[src/rtl/gcd_pkg.sv]
`default_nettype none
// ============================================================================
// gcd_pkg : shared types and defaults for the GCD datapath and its controller
// Revision: 1.0
// ============================================================================
package gcd_pkg;

   localparam int GCD_WIDTH = 8;
   localparam int GCD_CNT_W = 8;

   typedef enum logic [1:0] {
      ST_IDLE   = 2'd0,
      ST_LAUNCH = 2'd1,
      ST_RUN    = 2'd2,
      ST_HOLD   = 2'd3
   } dp_state_t;

   // Controller encoding, kept here so benches can probe either block by name
   typedef enum logic [2:0] {
      CS_WAIT = 3'd0,
      CS_NE   = 3'd1,
      CS_WISG = 3'd2,
      CS_SUBA = 3'd3,
      CS_SUBB = 3'd4,
      CS_RES  = 3'd5
   } ctrl_state_t;

endpackage
`default_nettype wire

[src/rtl/gcd_datapath_if.sv]
`default_nettype none
// ============================================================================
// gcd_datapath_if : operand/result handshakes plus controller command lines
// Revision: 1.0
// ============================================================================
interface gcd_datapath_if
   import gcd_pkg::*;
#(
   parameter int WIDTH = GCD_WIDTH,
   parameter int CNT_W = GCD_CNT_W
);
   logic             in_valid;
   logic             in_ready;
   logic [WIDTH-1:0] in_a;
   logic [WIDTH-1:0] in_b;
   logic             start;
   logic             ANEB;
   logic             AGTB;
   logic             sub_A;
   logic             sub_B;
   logic             result;
   logic             out_valid;
   logic             out_ready;
   logic [WIDTH-1:0] gcd_out;
   logic [CNT_W-1:0] iter_count;
   logic             zero_bypass;
   logic             proto_err;

   modport master (
      output in_valid, in_a, in_b, sub_A, sub_B, result, out_ready,
      input  in_ready, start, ANEB, AGTB, out_valid, gcd_out, iter_count,
             zero_bypass, proto_err
   );

   modport slave (
      input  in_valid, in_a, in_b, sub_A, sub_B, result, out_ready,
      output in_ready, start, ANEB, AGTB, out_valid, gcd_out, iter_count,
             zero_bypass, proto_err
   );
endinterface
`default_nettype wire

[src/rtl/gcd_operand_regs.sv]
`default_nettype none
// ============================================================================
// gcd_operand_regs : A/B operand registers, subtract muxes and comparators
// Revision: 1.0
// ============================================================================
module gcd_operand_regs #(
   parameter int WIDTH = 8
) (
   input  wire logic             clk,
   input  wire logic             rst_n,
   input  wire logic             i_load,
   input  wire logic [WIDTH-1:0] i_a,
   input  wire logic [WIDTH-1:0] i_b,
   input  wire logic             i_sub_a,
   input  wire logic             i_sub_b,
   output logic      [WIDTH-1:0] o_a,
   output logic                  o_aneb,
   output logic                  o_agtb
);

   logic [WIDTH-1:0] r_a;
   logic [WIDTH-1:0] r_b;
   logic [WIDTH-1:0] w_diff_ab;
   logic [WIDTH-1:0] w_diff_ba;

   assign w_diff_ab = r_a - r_b;
   assign w_diff_ba = r_b - r_a;

   // Subtract strobes arrive already qualified, so at most one is ever high
   always_ff @(posedge clk or negedge rst_n) begin
      if (!rst_n) begin
         r_a <= '0;
         r_b <= '0;
      end else if (i_load) begin
         r_a <= i_a;
         r_b <= i_b;
      end else begin
         if (i_sub_a) r_a <= w_diff_ab;
         if (i_sub_b) r_b <= w_diff_ba;
      end
   end

   assign o_a    = r_a;
   assign o_aneb = (r_a != r_b);
   assign o_agtb = (r_a > r_b);

endmodule
`default_nettype wire

[src/rtl/gcd_datapath.sv]
`default_nettype none
// ============================================================================
// gcd_datapath : operand/result stage wrapped around the GCD controller
// Revision: 1.0
// ============================================================================
module gcd_datapath
   import gcd_pkg::*;
#(
   parameter int WIDTH = GCD_WIDTH,
   parameter int CNT_W = GCD_CNT_W
) (
   input wire logic      clk,
   input wire logic      rst_n,
   gcd_datapath_if.slave bus
);

   localparam logic [CNT_W-1:0] c_cnt_one = CNT_W'(1);

   dp_state_t        r_state;
   dp_state_t        w_state_nxt;
   logic [WIDTH-1:0] r_gcd;
   logic [CNT_W-1:0] r_iter;
   logic             r_zero_bypass;
   logic             r_proto_err;

   logic             w_in_ready;
   logic             w_start;
   logic             w_out_valid;
   logic             w_run;
   logic             w_in_fire;
   logic             w_zero_op;
   logic             w_sub_a;
   logic             w_sub_b;
   logic             w_any_sub;
   logic             w_perr_set;
   logic [WIDTH-1:0] w_a;
   logic             w_aneb;
   logic             w_agtb;

   always_comb begin
      w_state_nxt = r_state;
      w_in_ready  = 1'b0;
      w_start     = 1'b0;
      w_out_valid = 1'b0;
      case (r_state)
         ST_IDLE: begin
            w_in_ready = 1'b1;
            if (bus.in_valid) w_state_nxt = w_zero_op ? ST_HOLD : ST_LAUNCH;
         end
         ST_LAUNCH: begin
            w_start     = 1'b1;
            w_state_nxt = ST_RUN;
         end
         ST_RUN: begin
            if (bus.result) w_state_nxt = ST_HOLD;
         end
         ST_HOLD: begin
            w_out_valid = 1'b1;
            if (bus.out_ready) w_state_nxt = ST_IDLE;
         end
         default: w_state_nxt = ST_IDLE;
      endcase
   end

   always_ff @(posedge clk or negedge rst_n) begin
      if (!rst_n) r_state <= ST_IDLE;
      else        r_state <= w_state_nxt;
   end

   assign w_run     = (r_state == ST_RUN);
   assign w_in_fire = w_in_ready & bus.in_valid;
   // A zero operand would make the subtractive loop spin forever
   assign w_zero_op = (bus.in_a == '0) | (bus.in_b == '0);
   assign w_any_sub = bus.sub_A | bus.sub_B;
   assign w_sub_a   = w_run & bus.sub_A & ~bus.sub_B & ~bus.result;
   assign w_sub_b   = w_run & bus.sub_B & ~bus.sub_A & ~bus.result;
   assign w_perr_set = (~w_run & (w_any_sub | bus.result))
                     | (bus.sub_A & bus.sub_B)
                     | (w_any_sub & bus.result);

   gcd_operand_regs #(
      .WIDTH (WIDTH)
   ) u_operand_regs (
      .clk     (clk),
      .rst_n   (rst_n),
      .i_load  (w_in_fire),
      .i_a     (bus.in_a),
      .i_b     (bus.in_b),
      .i_sub_a (w_sub_a),
      .i_sub_b (w_sub_b),
      .o_a     (w_a),
      .o_aneb  (w_aneb),
      .o_agtb  (w_agtb)
   );

   always_ff @(posedge clk or negedge rst_n) begin
      if (!rst_n) begin
         r_gcd         <= '0;
         r_iter        <= '0;
         r_zero_bypass <= 1'b0;
         r_proto_err   <= 1'b0;
      end else begin
         if (w_in_fire) begin
            r_iter        <= '0;
            r_zero_bypass <= w_zero_op;
            if (w_zero_op) r_gcd <= bus.in_a | bus.in_b;
         end else begin
            if ((w_sub_a | w_sub_b) && !(&r_iter)) r_iter <= r_iter + c_cnt_one;
            if (w_run && bus.result) r_gcd <= w_a;
         end
         if (w_perr_set) r_proto_err <= 1'b1;
      end
   end

   assign bus.in_ready    = w_in_ready;
   assign bus.start       = w_start;
   assign bus.out_valid   = w_out_valid;
   assign bus.ANEB        = w_aneb;
   assign bus.AGTB        = w_agtb;
   assign bus.gcd_out     = r_gcd;
   assign bus.iter_count  = r_iter;
   assign bus.zero_bypass = r_zero_bypass;
   assign bus.proto_err   = r_proto_err;

endmodule
`default_nettype wire

[src/flat_wrapper.sv]
// flat-port wrapper written by rule: the top's interface ports become plain ports
module gcd_datapath_flat import gcd_pkg::*;
#(
   parameter int WIDTH = GCD_WIDTH,
   parameter int CNT_W = GCD_CNT_W
)
  (clk, rst_n, bus_in_valid, bus_in_a, bus_in_b, bus_sub_A, bus_sub_B, bus_result, bus_out_ready, bus_in_ready, bus_start, bus_ANEB, bus_AGTB, bus_out_valid, bus_gcd_out, bus_iter_count, bus_zero_bypass, bus_proto_err);
  gcd_datapath_if #(.WIDTH(WIDTH), .CNT_W(CNT_W)) bus_i ();
  input wire logic clk;
  input wire logic rst_n;
  input wire logic [$bits(bus_i.in_valid)-1:0] bus_in_valid;
  input wire logic [$bits(bus_i.in_a)-1:0] bus_in_a;
  input wire logic [$bits(bus_i.in_b)-1:0] bus_in_b;
  input wire logic [$bits(bus_i.sub_A)-1:0] bus_sub_A;
  input wire logic [$bits(bus_i.sub_B)-1:0] bus_sub_B;
  input wire logic [$bits(bus_i.result)-1:0] bus_result;
  input wire logic [$bits(bus_i.out_ready)-1:0] bus_out_ready;
  output wire logic [$bits(bus_i.in_ready)-1:0] bus_in_ready;
  output wire logic [$bits(bus_i.start)-1:0] bus_start;
  output wire logic [$bits(bus_i.ANEB)-1:0] bus_ANEB;
  output wire logic [$bits(bus_i.AGTB)-1:0] bus_AGTB;
  output wire logic [$bits(bus_i.out_valid)-1:0] bus_out_valid;
  output wire logic [$bits(bus_i.gcd_out)-1:0] bus_gcd_out;
  output wire logic [$bits(bus_i.iter_count)-1:0] bus_iter_count;
  output wire logic [$bits(bus_i.zero_bypass)-1:0] bus_zero_bypass;
  output wire logic [$bits(bus_i.proto_err)-1:0] bus_proto_err;
  assign bus_i.in_valid = bus_in_valid;
  assign bus_i.in_a = bus_in_a;
  assign bus_i.in_b = bus_in_b;
  assign bus_i.sub_A = bus_sub_A;
  assign bus_i.sub_B = bus_sub_B;
  assign bus_i.result = bus_result;
  assign bus_i.out_ready = bus_out_ready;
  assign bus_in_ready = bus_i.in_ready;
  assign bus_start = bus_i.start;
  assign bus_ANEB = bus_i.ANEB;
  assign bus_AGTB = bus_i.AGTB;
  assign bus_out_valid = bus_i.out_valid;
  assign bus_gcd_out = bus_i.gcd_out;
  assign bus_iter_count = bus_i.iter_count;
  assign bus_zero_bypass = bus_i.zero_bypass;
  assign bus_proto_err = bus_i.proto_err;
  gcd_datapath #(.WIDTH(WIDTH), .CNT_W(CNT_W)) u_core (.clk(clk), .rst_n(rst_n), .bus(bus_i));
endmodule
[config.mk]
export PLATFORM = sky130hd
export DESIGN_NAME = gcd_datapath_flat
export DESIGN_NICKNAME = d
export VERILOG_FILES = /design/src/rtl/gcd_pkg.sv /design/src/rtl/gcd_datapath_if.sv /design/src/rtl/gcd_operand_regs.sv /design/src/rtl/gcd_datapath.sv /design/src/flat_wrapper.sv
export SDC_FILE = /design/constraint.sdc
export NUM_CORES = 1
export LEC_CHECK = 0
export ABC_AREA = 1
export BUFFER_PORTS_ARGS = -buffer_cell sky130_fd_sc_hd__buf_2
export CAP_MARGIN = 40
export CORE_ASPECT_RATIO = 1.1
export CORE_MARGIN = 8
export CORE_UTILIZATION = 25
export CTS_BUF_LIST = sky130_fd_sc_hd__clkbuf_16
export CTS_CLUSTER_SIZE = 12
export DETAILED_ROUTE_END_ITERATION = 6
export MAX_ROUTING_LAYER = met4
export PLACE_DENSITY = 0.43
export SLEW_MARGIN = 0
export SYNTH_ARGS = -nofsm -noshare
export SYNTH_HDL_FRONTEND = slang
export SYNTH_SLANG_ARGS = --single-unit
[constraint.sdc]
create_clock -name clk -period 2.5 [get_ports clk]
set_input_delay 0.5 -clock clk [delete_from_list [all_inputs] [get_ports clk]]
set_output_delay 0.5 -clock clk [all_outputs]
set_load 0.005 [all_outputs]
## Word level (Yosys, flattened, before mapping)

Cells that the tools add are included.
W data, S select, Z words.

- Input bits: 23
- Flip-flop bits (word level): 36
- Logic and storage cells: 70
- Output and inout bits: 23

- Mux-type cells: 17
- Reduce and logical (&&, ||, !) cells: 13
- Add/subtract/negate cells: 3
- $lt $le $gt $ge: 1
- Bitwise logic cells: 21
- Equal/unequal tests: 8

Operators with widths:

| operator | number |
|---|---|
| $mux W8 | 9 |
| $logic_not A8 Y1 | 2 |
| $sub A8 B8 Y8 | 2 |
| $and A1 B1 Y1 | 10 |
| $add A8 B1 Y8 const B | 1 |
| $gt A8 B8 Y1 | 1 |
| $mux W2 | 4 |
| $ne A8 B8 Y1 | 1 |
| $or A8 B8 Y8 | 1 |
| $pmux W2 S4 | 1 |
| $reduce_and A8 Y1 | 1 |
| $reduce_bool A2 Y1 | 4 |
| $ne A2 B2 Y1 const B | 3 |
| $or A1 B1 Y1 | 6 |
| $eq A2 B2 Y1 const B | 2 |
| $not A1 Y1 | 4 |
| $mux W1 | 3 |
| $reduce_and A3 Y1 | 1 |
| $eq A2 B1 Y1 const B | 1 |
| $logic_and A1 B1 Y1 | 2 |
| $logic_not A2 Y1 | 1 |
| $ne A2 B1 Y1 const B | 1 |
| $reduce_and A2 Y1 | 1 |
| $logic_not A1 Y1 | 1 |

## Depth between registers and ports, before layout

Gate-level depths: netlist of run 1.

- Depth in word-level cells: 8
- Depth in mapped cells: 10
- Depth with buffers taken out: 10

## By module

Synthesis of run 1 repeated with hierarchy kept, for this count alone.

- Cells, all modules: 389
- Area total of the unflattened synthesis: 2792.7 um^2

Modules (own cells, without submodules):

| module | cells an instance | area an instance (um^2) | times used | sequential area each (um^2) |
|---|---|---|---|---|
| gcd_operand_regs | 197 | 1437.6 | 1 | 400.4 |
| gcd_datapath | 192 | 1355.0 | 1 | 500.5 |

## Worst setup path after synthesis of run 1

OpenSTA, ideal clock, no wires.

- Path type: flip-flop to output port
- Start point: reg u_core.u_operand_regs.r_a[0], in the netlist u_core.u_operand_regs.o_a[0]
- End point: out bus_AGTB
- Buffers on the path: 0
- Setup slack: 0.543 ns
- Required time: 2.000 ns
- Cell stages (with the launch flop): 9
- Data arrival time: 1.457 ns
- Cell sequence: dfrtp_1 inv_1 ha_1 fa_1 o21ai_1 nand2_1 nand2_1 nor2_1 nor2_1

- Cells in the longest elaborated chain, start to end: 1

Ends and longest elaborated chain:

| item | line | RTL |
|---|---|---|
| start, declared | gcd_operand_regs.sv:21 | `logic [WIDTH-1:0] r_a;` |
| start signal, assigned | gcd_operand_regs.sv:35 | `r_a <= i_a;` |
| start signal, assigned | gcd_operand_regs.sv:38 | `if (i_sub_a) r_a <= w_diff_ab;` |
| $gt A8 B8 Y1 | gcd_operand_regs.sv:45 | `assign o_agtb = (r_a > r_b);` |
| end, declared | flat_wrapper.sv:21 | `output wire logic [$bits(bus_i.AGTB)-1:0] bus_AGTB;` |

Every way passes these cells.

## Worst setup path in the final report of run 1

Same ends and word-level chain as after synthesis.

==> results of run 1 <==
-- critical path, stage by stage (launching register included) --
cell and delay [ps]:
dfrtp_1 360, inv_1 70, ha_1 220, fa_2 380, o21ai_2 180, nand2_1 70
nand2_1 60, nor2_1 40, nor2_1 90, buf_2 120
-- metrics by stage --
step	hold slack (ps)	total power [uW]	area, sq um	std cells	util (%)
final	103	4250	3450	599	30.4
after global routing	124	4690	3450	599	30.4
after CTS	117	4270	3440	599	30.3
after detailed placement	427	3500	3260	591	28.8
after global placement	423	3480	3260	591	28.8
after floorplan	204	2790	2860	399	-
-- logic make-up (layout without fill, tap and decap cells) --
| kind of cell | after synthesis | in the layout |
|---|---|---|
| and+or+nand+nor | 211 | 211 |
| buffers and inverters | 80 | 130 |
| AOI/OAI and AO/OA | 42 | 42 |
| DFF | 36 | 36 |
| adders and majority gates | 23 | 23 |
| xor gates and xnor gates | 7 | 7 |
-- cell type report --
class / count / area (sq um) / area share [%]
multi-input combinational: 283 / 1660 / 48.2
sequential: 36 / 901 / 26.1
inverter: 73 / 275 / 7.98
timing repair buffer: 49 / 255 / 7.40
tap: 150 / 188 / 5.44
clock buffer: 5 / 125 / 3.63
clock inverter: 3 / 42.5 / 1.23
-- metal layers --
layer / wire length, microns / vias to the layer above
met5: 0 / -
met4: 98 / 0
met3: 265 / 4
met2: 4010 / 52
met1: 4130 / 1168
li1: - / 1348
-- how the worst max path moves through the flow --
stage | startpoint | slack (ps) | cells past startpoint | endpoint
2_1_floorplan | u_core.u_operand_regs.o_a[0] | 540 | 8 | bus_AGTB
3_3_place_gp | u_core.u_operand_regs.o_a[0] | 290 | 9 | bus_AGTB
3_5_place_dp | u_core.u_operand_regs.o_a[0] | 280 | 9 | bus_AGTB
4_1_cts | u_core.u_operand_regs.o_a[0] | 5 | 9 | bus_AGTB
5_1_grt | u_core.u_operand_regs.o_a[0] | 20 | 9 | bus_AGTB
6_report | u_core.u_operand_regs.o_a[0] | 110 | 9 | bus_AGTB
-- registers in the layout, summed over array words and instances, names as in the netlist --
register	cells
u_core.u_operand_regs.r_b	8
u_core.bus.gcd_out	8
u_core.u_operand_regs.o_a	8
u_core.bus.zero_bypass	1
u_core.bus.proto_err	1
u_core.r_state	2
u_core.bus.iter_count	8
-- report_power, final --
part | total, uW | internal (uW) | switching [uW]
sequential | 955 | 799 | 156
combinational | 2550 | 956 | 1590
clock | 745 | 469 | 276
total | 4250 | 2220 | 2030
-- cell usage in the layout (no fill, tap or decap), drive strengths merged, types with 2 or more instances in the layout --
master  Yosys  layout
ha         21      21
nand4       5       5
nand2     133     133
dfrtp      36      36
clkinv      1       2
a21boi      3       3
xor2        6       6
buf         5      49
o211ai     13      13
clkbuf      2       5
inv        72      72
nor3        3       3
fa          2       2
nor2       26      26
nand3      41      41
o21ai      13      13
a21oi      12      12
-- what timing repair did --
item                       in CTS  in global routing
setup endpoints to repair       1                  1
setup buffers                   0                  0
gates resized for setup         1                  4
pin swaps                       0                  1
==> qor.txt, run 1 <==
total wire length - 8.51 mm
DRC - 0
Final nets - 494
dpl hpwl - 6.87 mm
unrepaired setup endpoints after global routing - no
pre-CTS setup slack - 276 ps
Setup-failing EPs final - 0
Slew @ Worst Pin - 400 ps
LEAKAGE - 0.00191 uW
compound-gate portion of the synthesized area - 9.75%
setup ws final - 111 ps
layout cell share with drive strength beyond 1 - 19.6%
Final Hold Fails - 0
peak supply drop - 0.000349 V
Max-cap violations - 0
Yosys reg bits - 36
grt peak-use layer - met2
Post-synth EDFFs - 0
TNS Setup - 0 ps
CP max FO - 3
fin. max-slew vios - 0
CP required - 2000 ps
min Tclk post-route - 2390 ps
synthesized cell area - 0.00286 sq mm
final period utilization - 95.5%
largest family of logic cells by synthesized area - simple AND/OR/NAND/NOR gates
grt met3 use - 2.03%
cell taking the most area after synthesis - dfrtp_1
fillers - 1259
clock transition at the registers of the reported paths - 70 ps
Reg2Reg Setup Slack - 680 ps
status - completed
xor/xnor share of the synthesized area - 2.14%
Post-Synthesis Cells - 399
Synth async-reset ratio - 100%
vias per cell - 4.29
ant diodes - 0
crit path DAT - 1890 ps
R2R depth - 9
Num CTS Buffers - 5
Clock Skews - 7.74 ps
Die ar. - 0.0151 sq mm
GRT Overall Usage - 11.8%
pwr/cell area - 1230 mW/mm^2
IO Pins - 46
CTS tree - built
clock root buffer - clkbuf_16
largest net degree at the start of global routing - 26
PortBufs - 45
number of distinct library cells after synthesis - 34
initial antenna violation count - 0
vias - 2572
clk sinks - 36
crit end category - output pin
count leader, synth - nand2_1
synth top area cells - dfrtp_1 31%, nand2_1 17%, ha_1 9.2%, inv_1 8.9%, nand3_1 6.6%
post-route ant nets - 0
Final GP Congestion - 0.865
Max-slew headroom - 73.3%
cts hold-fix bufs - 0
min-delay worst type - in2async
initial DRC count - 103
Core Area - 0.0113 sq mm
met2 Usage GRT - 19.4%
Reg-to-Reg End - u_core.u_operand_regs.r_b[1]
Post-Synth Adder-Cell Area - 10.6%
YS warnings - 0
Routed wire per std cell - 14.2 microns
reg2reg start - u_core.r_state[0]
Setup crit start kind - flip-flop
H-tree Lvls - 2
Clock Tree Buf Depth - 2
Avg Synthesized Cell Area - 7.17 sq um
initial core utilization - 25.3%
num rows - 41
clk_lat worst skew - 290 ps
Die H - 128 microns
Main synth FF type - dfrtp_1
mux share of post-synthesis cell area - 0%
drt pass-1 iters - 4
chip width - 118 microns
GR Util met1 - 14.5%
first-pass GRT wire length - 13.7 mm
Post-synth top cells - 127 x nand2_1, 68 x inv_1, 38 x nand3_1
sequential cell area fraction in the yosys report - 31.5%
critical path class - reg2out
top-area cell type share of the netlist area - 31.5%
area grow syn2layout - 20.5%
Synth Area in Simple Gates - 35.0%
GRT overflow - 0
FMAX - 419 MHz
vias in the first global route - 2643
syn nets - 445
Note: power is estimated with default switching activity, not from simulation.
==> run 2, diff against run 1 <==
--- a/config.mk
+++ b/config.mk
@@ -15,7 +15,7 @@
 export CTS_CLUSTER_SIZE = 12
 export DETAILED_ROUTE_END_ITERATION = 6
 export MAX_ROUTING_LAYER = met4
-export PLACE_DENSITY = 0.43
+export PLACE_DENSITY = 0.44
 export SLEW_MARGIN = 0
 export SYNTH_ARGS = -nofsm -noshare
 export SYNTH_HDL_FRONTEND = slang
==> constraint.sdc (replaced) <==
create_clock -name clk -period 2.07 [get_ports clk]
set_input_delay 0.414 -clock clk [delete_from_list [all_inputs] [get_ports clk]]
set_output_delay 0.414 -clock clk [all_outputs]
set_load 0.005 [all_outputs]
==> run 2 against run 1 <==
  * The flow now finishes with violations (setup timing)
  * Core utilization is 1.5 points higher
  * First-iteration DRC count is 55% higher
  * Hold slack worse by 22 ps
  * Clock power is 3% higher
  * Routed wire length is 0.53% lower
  * Combinational power is 40% higher
  * Non-clock buffer count is 12 higher
  * Global-route usage is 0.13 points higher
  * Die area stayed put
  * Critical endpoint unchanged
==> qor.txt, run 2 (same netlist as run 1, synthesis figures left out) <==
Final GP Congestion - 0.887 (was 0.865)
PortBufs - 45 (unchanged)
initial core utilization - 25.3% (unchanged)
min Tclk post-route - 2210 ps
most frequent cells in the layout - 126 x nand2_1, 66 x inv_1, 45 x buf_2 (was 127 x nand2_1, 68 x inv_1, 45 x buf_2)
clk_lat worst skew - 290 ps (about the same)
drt pass-1 iters - 4 (unchanged)
dpl hpwl - 6.70 mm (was 6.87 mm)
GRT overflow - 0 (unchanged)
vias in the first global route - 2703 (was 2643)
post-route ant nets - 0 (unchanged)
pre-CTS setup slack - 39.0 ps (was 276 ps)
placed cells - 598 (was 591)
first-pass GRT wire length - 13.8 mm (was 13.7 mm)
critical path class - reg2out (unchanged)
Routed wire per std cell - 13.9 microns (was 14.2 microns)
DRC - 0 (unchanged)
Cell Count, Final, Fillers Out - 611 (was 599)
max incr delay on CP - 410 ps (was 380 ps)
Area after DPL - 0.00334 sq mm (was 0.00326 sq mm)
peak supply drop - 0.000384 V (was 0.000349 V)
Clock Tree Buf Depth - 2 (unchanged)
unrepaired setup endpoints after global routing - yes (was no)
CTS tree - built (unchanged)
total design power - 5490 uW (was 4250 uW)
vias - 2701 (was 2572)
Setup-failing EPs final - 1 (was 0)
status - finished with violations (was completed)
Final Hold Fails - 0 (unchanged)
cts hold-fix bufs - 0 (unchanged)
TNS Setup - -144 ps (was 0 ps)
Setup crit start kind - flip-flop (unchanged)
Slew @ Worst Pin - 331 ps (was 400 ps)
Max-cap violations - 0 (unchanged)
LEAKAGE - 0.00198 uW (was 0.00191 uW)
Final nets - 506 (was 494)
FMAX - 452 MHz
area grow syn2layout - 26.2% (was 20.5%)
ant diodes - 0 (unchanged)
CP required - 1660 ps (was 2000 ps)
pwr/cell area - 1520 mW/mm^2 (was 1230 mW/mm^2)
crit-path cells - ha_4 -> fa_2 -> o21ai_2 -> nand2_1 -> nand2_1 -> nor2_1 -> nor2_1 -> buf_2 (was inv_1 -> ha_1 -> fa_2 -> o21ai_2 -> nand2_1 -> nand2_1 -> nor2_1 -> nor2_1 -> buf_2)
failing checks - setup timing
Die H - 128 microns (unchanged)
initial DRC count - 160 (was 103)
Clock Skews - 8.41 ps (was 7.74 ps)
setup ws final - -144 ps (was 111 ps)
total wire length - 8.47 mm (was 8.51 mm)
Buf/Inv on CP - 1 (was 2)
commonest non-fill, non-tap cell in the layout - nand2_1 (unchanged)
clock root buffer - clkbuf_16 (unchanged)
chip width - 118 microns (unchanged)
Num CTS Buffers - 5 (unchanged)
num rows - 41 (unchanged)
Max-slew headroom - 77.9% (was 73.3%)
CP max FO - 2 (was 3)
min-delay worst type - in2async (unchanged)
clock transition at the registers of the reported paths - 60 ps (was 70 ps)
initial antenna violation count - 0 (unchanged)
crit path DAT - 1800 ps (was 1890 ps)
vias per cell - 4.42 (was 4.29)
largest net degree at the start of global routing - 37 (was 26)
cell family with most CP delay - adder cells (unchanged)
fin. max-slew vios - 0 (unchanged)
Die ar. - 0.0151 sq mm (unchanged)
layout cell share with drive strength beyond 1 - 23.4% (was 19.6%)
GRT Overall Usage - 11.9% (was 11.8%)
crit end category - output pin (unchanged)
IO Pins - 46 (unchanged)
final instance area - 0.00361 sq mm (was 0.00345 sq mm)
H-tree Lvls - 2 (unchanged)
clk sinks - 36 (unchanged)
Max stage delay cell, worst path - dfrtp_1 (was fa_2)
Core Area - 0.0113 sq mm (unchanged)
fillers - 1255 (was 1259)
final period utilization - 107%
==> run 2: report_power, final <==
group | total, uW | switching (uW) | internal, uW
clock network | 764 | 320 | 444
logic | 3560 | 2060 | 1500
registers | 1170 | 203 | 966
total | 5490 | 2590 | 2910
==> run 2: what timing repair did <==
action,CTS,global route
pin swaps,4,7
setup buffers,1,4
resized for setup,7,8
gates cloned,0,0
endpoints found under the setup margin,2,2
==> run 2: metal layers <==
layer | track usage [%] | vias to the layer above | part of all wire, %
met2 | 19.3 | 58 | 46
li1 | - | 1370 | -
met3 | 2.38 | 11 | 4.9
met5 | - | - | 0
met4 | 4.00 | 0 | 1.7
met1 | 14.6 | 1262 | 47
==> run 2: worst reg2reg max path: stages (launching register included) <==
cell,delay [ps]
dfrtp_1,380
buf_4,130
buf_4,120
ha_1,220
fa_1,420
inv_1,100
nand3_1,110
nand3_1,80
nand2_1,50
nand3_1,70
nand2_1,50
==> run 2: final timing paths <==
kind	start	endpoint	slack, ps	cells after the start
worst max-delay path	u_core.u_operand_regs.r_b[0]	bus_AGTB	-140	8
worst min-delay path	rst_n	u_core.bus.iter_count[5]	80	2
worst max register to register	u_core.u_operand_regs.o_a[0]	u_core.u_operand_regs.r_b[6]	230	10
worst min register to register	u_core.bus.proto_err	u_core.bus.proto_err	470	2
max in group asynchronous	rst_n	u_core.bus.gcd_out[6]	1770	2
min in group clk	bus_in_a[1]	u_core.u_operand_regs.o_a[1]	400	3
==> run 2: metrics by stage <==
| stage | hold WS (ps) | utilization [%] |
|---|---|---|
| 2_1_floorplan | 118 | - |
| 3_3_place_gp | 401 | 29.5 |
| 3_5_place_dp | 405 | 29.5 |
| 4_1_cts | 100 | 31.3 |
| 5_1_grt | 94.8 | 31.9 |
| 6_report | 81.5 | 31.9 |
==> run 2: final cells by class <==
type	count	area, sq um	area share (%)
Sequential cell	36	901	24.9
Clock buffer	5	125	3.46
Inverter	73	275	7.62
Timing Repair Buffer	61	370	10.2
Multi-Input combinational cell	283	1740	48.0
Clock inverter	3	18.8	0.519
Tap cell	150	188	5.19
==> run 3, diff against run 2 <==
--- a/config.mk
+++ b/config.mk
@@ -15,8 +15,9 @@
 export CTS_CLUSTER_SIZE = 12
 export DETAILED_ROUTE_END_ITERATION = 6
 export MAX_ROUTING_LAYER = met4
-export PLACE_DENSITY = 0.44
+export PLACE_DENSITY = 0.43
 export SLEW_MARGIN = 0
 export SYNTH_ARGS = -nofsm -noshare
 export SYNTH_HDL_FRONTEND = slang
 export SYNTH_SLANG_ARGS = --single-unit
+export TNS_END_PERCENT = 100
==> constraint.sdc (replaced) <==
create_clock -name clk -period 2.7 [get_ports clk]
set_input_delay 0.54 -clock clk [delete_from_list [all_inputs] [get_ports clk]]
set_output_delay 0.54 -clock clk [all_outputs]
set_load 0.005 [all_outputs]
==> run 3 against run 2 <==
  * Critical path depth grew 1
  * Die area is the same
  * Setup slack gained 320 ps
  * Largest power group unchanged
  * The run now ends clean
  * Clock-buffer cell count is the same
  * Total power shrank 31%
  * Non-clock buffer count shrank 13
  * Design area shrank 5.1%
  * Combinational power shrank 35%
  * Final cell count shrank 2.1%
  * Sequential share of layout area grew 1.3 points
  * Clock skew shrank 2.0 ps
  * Hold slack lost 11 ps
==> qor.txt, run 3 (same netlist as run 1, synthesis figures left out) <==
status - completed (was finished with violations)
fin. max-slew vios - 0 (unchanged)
Die H - 128 microns (unchanged)
final hold slack - 70.2 ps (was 81.5 ps)
critical path class - reg2out (unchanged)
vias in the first global route - 2620 (was 2703)
min Tclk post-route - 2520 ps
largest net degree at the start of global routing - 33 (was 37)
Max-cap violations - 0 (unchanged)
Num CTS Buffers - 5 (unchanged)
Max stage delay cell, worst path - fa_1 (was dfrtp_1)
peak supply drop - 0.000269 V (was 0.000384 V)
Buf/Inv on CP - 2 (was 1)
DRC - 0 (unchanged)
Final GP Congestion - 0.869 (was 0.887)
LEAKAGE - 0.00191 uW (was 0.00198 uW)
Reg-to-Reg End - u_core.u_operand_regs.o_a[6] (was u_core.u_operand_regs.r_b[6])
area grow syn2layout - 19.8% (was 26.2%)
initial DRC count - 117 (was 160)
Setup crit start kind - flip-flop (unchanged)
Slew @ Worst Pin - 342 ps (was 331 ps)
H-tree Lvls - 2 (unchanged)
drt pass-1 iters - 4 (unchanged)
vias per cell - 4.30 (was 4.42)
unrepaired setup endpoints after global routing - no (was yes)
Setup-failing EPs final - 0 (was 1)
Clock Tree Buf Depth - 2 (unchanged)
num rows - 41 (unchanged)
min-delay worst type - in2async (unchanged)
R2R depth - 9 (was 10)
IO Pins - 46 (unchanged)
Die ar. - 0.0151 sq mm (unchanged)
most frequent cells in the layout - 127 x nand2_1, 68 x inv_1, 45 x buf_2 (was 126 x nand2_1, 66 x inv_1, 45 x buf_2)
post-route ant nets - 0 (unchanged)
clk_lat worst skew - 280 ps (was 290 ps)
layout cell share with drive strength beyond 1 - 18.5% (was 23.4%)
TNS Setup - 0 ps (was -144 ps)
cell family with most CP delay - adder cells (unchanged)
crit end category - output pin (unchanged)
Max-slew headroom - 77.1% (was 77.9%)
Core Area - 0.0113 sq mm (unchanged)
max incr delay on CP - 450 ps (was 410 ps)
Routed wire per std cell - 13.7 microns (was 13.9 microns)
FMAX - 396 MHz
CP max FO - 3 (was 2)
Post-CTS Setup Bufs - 0 (was 1)
cts hold-fix bufs - 0 (unchanged)
capture point of the critical path - bus_AGTB (unchanged)
final period utilization - 93.4%
CTS tree - built (unchanged)
clk sinks - 36 (unchanged)
commonest non-fill, non-tap cell in the layout - nand2_1 (unchanged)
crit path DAT - 1980 ps (was 1800 ps)
chip width - 118 microns (unchanged)
clock transition at the registers of the reported paths - 60 ps (about the same)
ant diodes - 0 (unchanged)
Clock Skews - 6.42 ps (was 8.41 ps)
initial antenna violation count - 0 (unchanged)
dpl hpwl - 6.51 mm (was 6.70 mm)
GRT overflow - 0 (unchanged)
pwr/cell area - 1100 mW/mm^2 (was 1520 mW/mm^2)
GRT Overall Usage - 11.6% (was 11.9%)
vias - 2571 (was 2701)
CP required - 2160 ps (was 1660 ps)
initial core utilization - 25.3% (unchanged)
Final nets - 493 (was 506)
crit-path cells - inv_1 -> ha_1 -> fa_1 -> o21ai_2 -> nand2_1 -> nand2_1 -> nor2_1 -> nor2_1 -> buf_2 (was ha_4 -> fa_2 -> o21ai_2 -> nand2_1 -> nand2_1 -> nor2_1 -> nor2_1 -> buf_2)
first-pass GRT wire length - 13.5 mm (was 13.8 mm)
Reg2Reg Setup Slack - 860 ps (was 230 ps)
total wire length - 8.20 mm (was 8.47 mm)
Final Hold Fails - 0 (unchanged)
worst setup path startpoint - u_core.u_operand_regs.o_a[0] (was u_core.u_operand_regs.r_b[0])
Critical Path Stages - 9 (was 8)
reg2reg start - u_core.u_operand_regs.o_a[0] (unchanged)
PortBufs - 45 (unchanged)
clock root buffer - clkbuf_16 (unchanged)
run 3: cell count changes in the layout (fill, tap and decap cells not counted), sizes merged:
cell,change
buf,-13
run 3: report_power, final:
group	switching (uW)	total (uW)	internal, uW
registers	145	885	740
logic	1440	2320	872
clock network	248	588	341
run 3: layout make-up:
type | instances | area (sq um)
Clock buffer | 5 | 125
Clock inverter | 3 | 18.8
Fill cell | 1252 | 7910
Inverter | 73 | 275
Multi-Input combinational cell | 283 | 1650
Sequential cell | 36 | 901
Tap cell | 150 | 188
Timing Repair Buffer | 48 | 273
run 3: per-stage QoR:
step | cells | setup slack (ps) | instance area [sq um] | power, uW | util [%]
2_1_floorplan | 399 | 703 | 2860 | 2590 | -
3_3_place_gp | 589 | 460 | 3260 | 3220 | 28.8
3_5_place_dp | 590 | 430 | 3280 | 3210 | 28.9
4_1_cts | 598 | 111 | 3430 | 3830 | 30.2
5_1_grt | 598 | 2.18 | 3430 | 4210 | 30.3
6_report | 598 | 178 | 3430 | 3790 | 30.3
run 3: repair_timing:
item                                    CTS  global route
endpoints found under the setup margin    0             1
endpoints found under the hold margin     0             0
gates resized for setup                   0             1
run 3: worst min-delay path by stage:
| stage | cells after the start | from | slack, ps | endpoint |
|---|---|---|---|---|
| floorplan | 0 | rst_n | 240 | u_core.bus.gcd_out[0] |
| global placement | 2 | u_core.bus.proto_err | 460 | u_core.bus.proto_err |
| detailed placement | 1 | rst_n | 370 | u_core.bus.iter_count[5] |
| CTS | 1 | rst_n | 60 | u_core.bus.iter_count[5] |
| global route | 1 | rst_n | 70 | u_core.bus.iter_count[5] |
| finish | 1 | rst_n | 70 | u_core.bus.iter_count[6] |
run 3: routing by layer:
metal	up-vias	track usage [%]	wire, microns	share of wire [%]
met5	-	-	0	0
met4	0	4.52	142	1.7
met3	6	2.16	304	3.7
met2	46	18.1	3740	46
met1	1170	14.6	4010	49
li1	1349	-	-	-
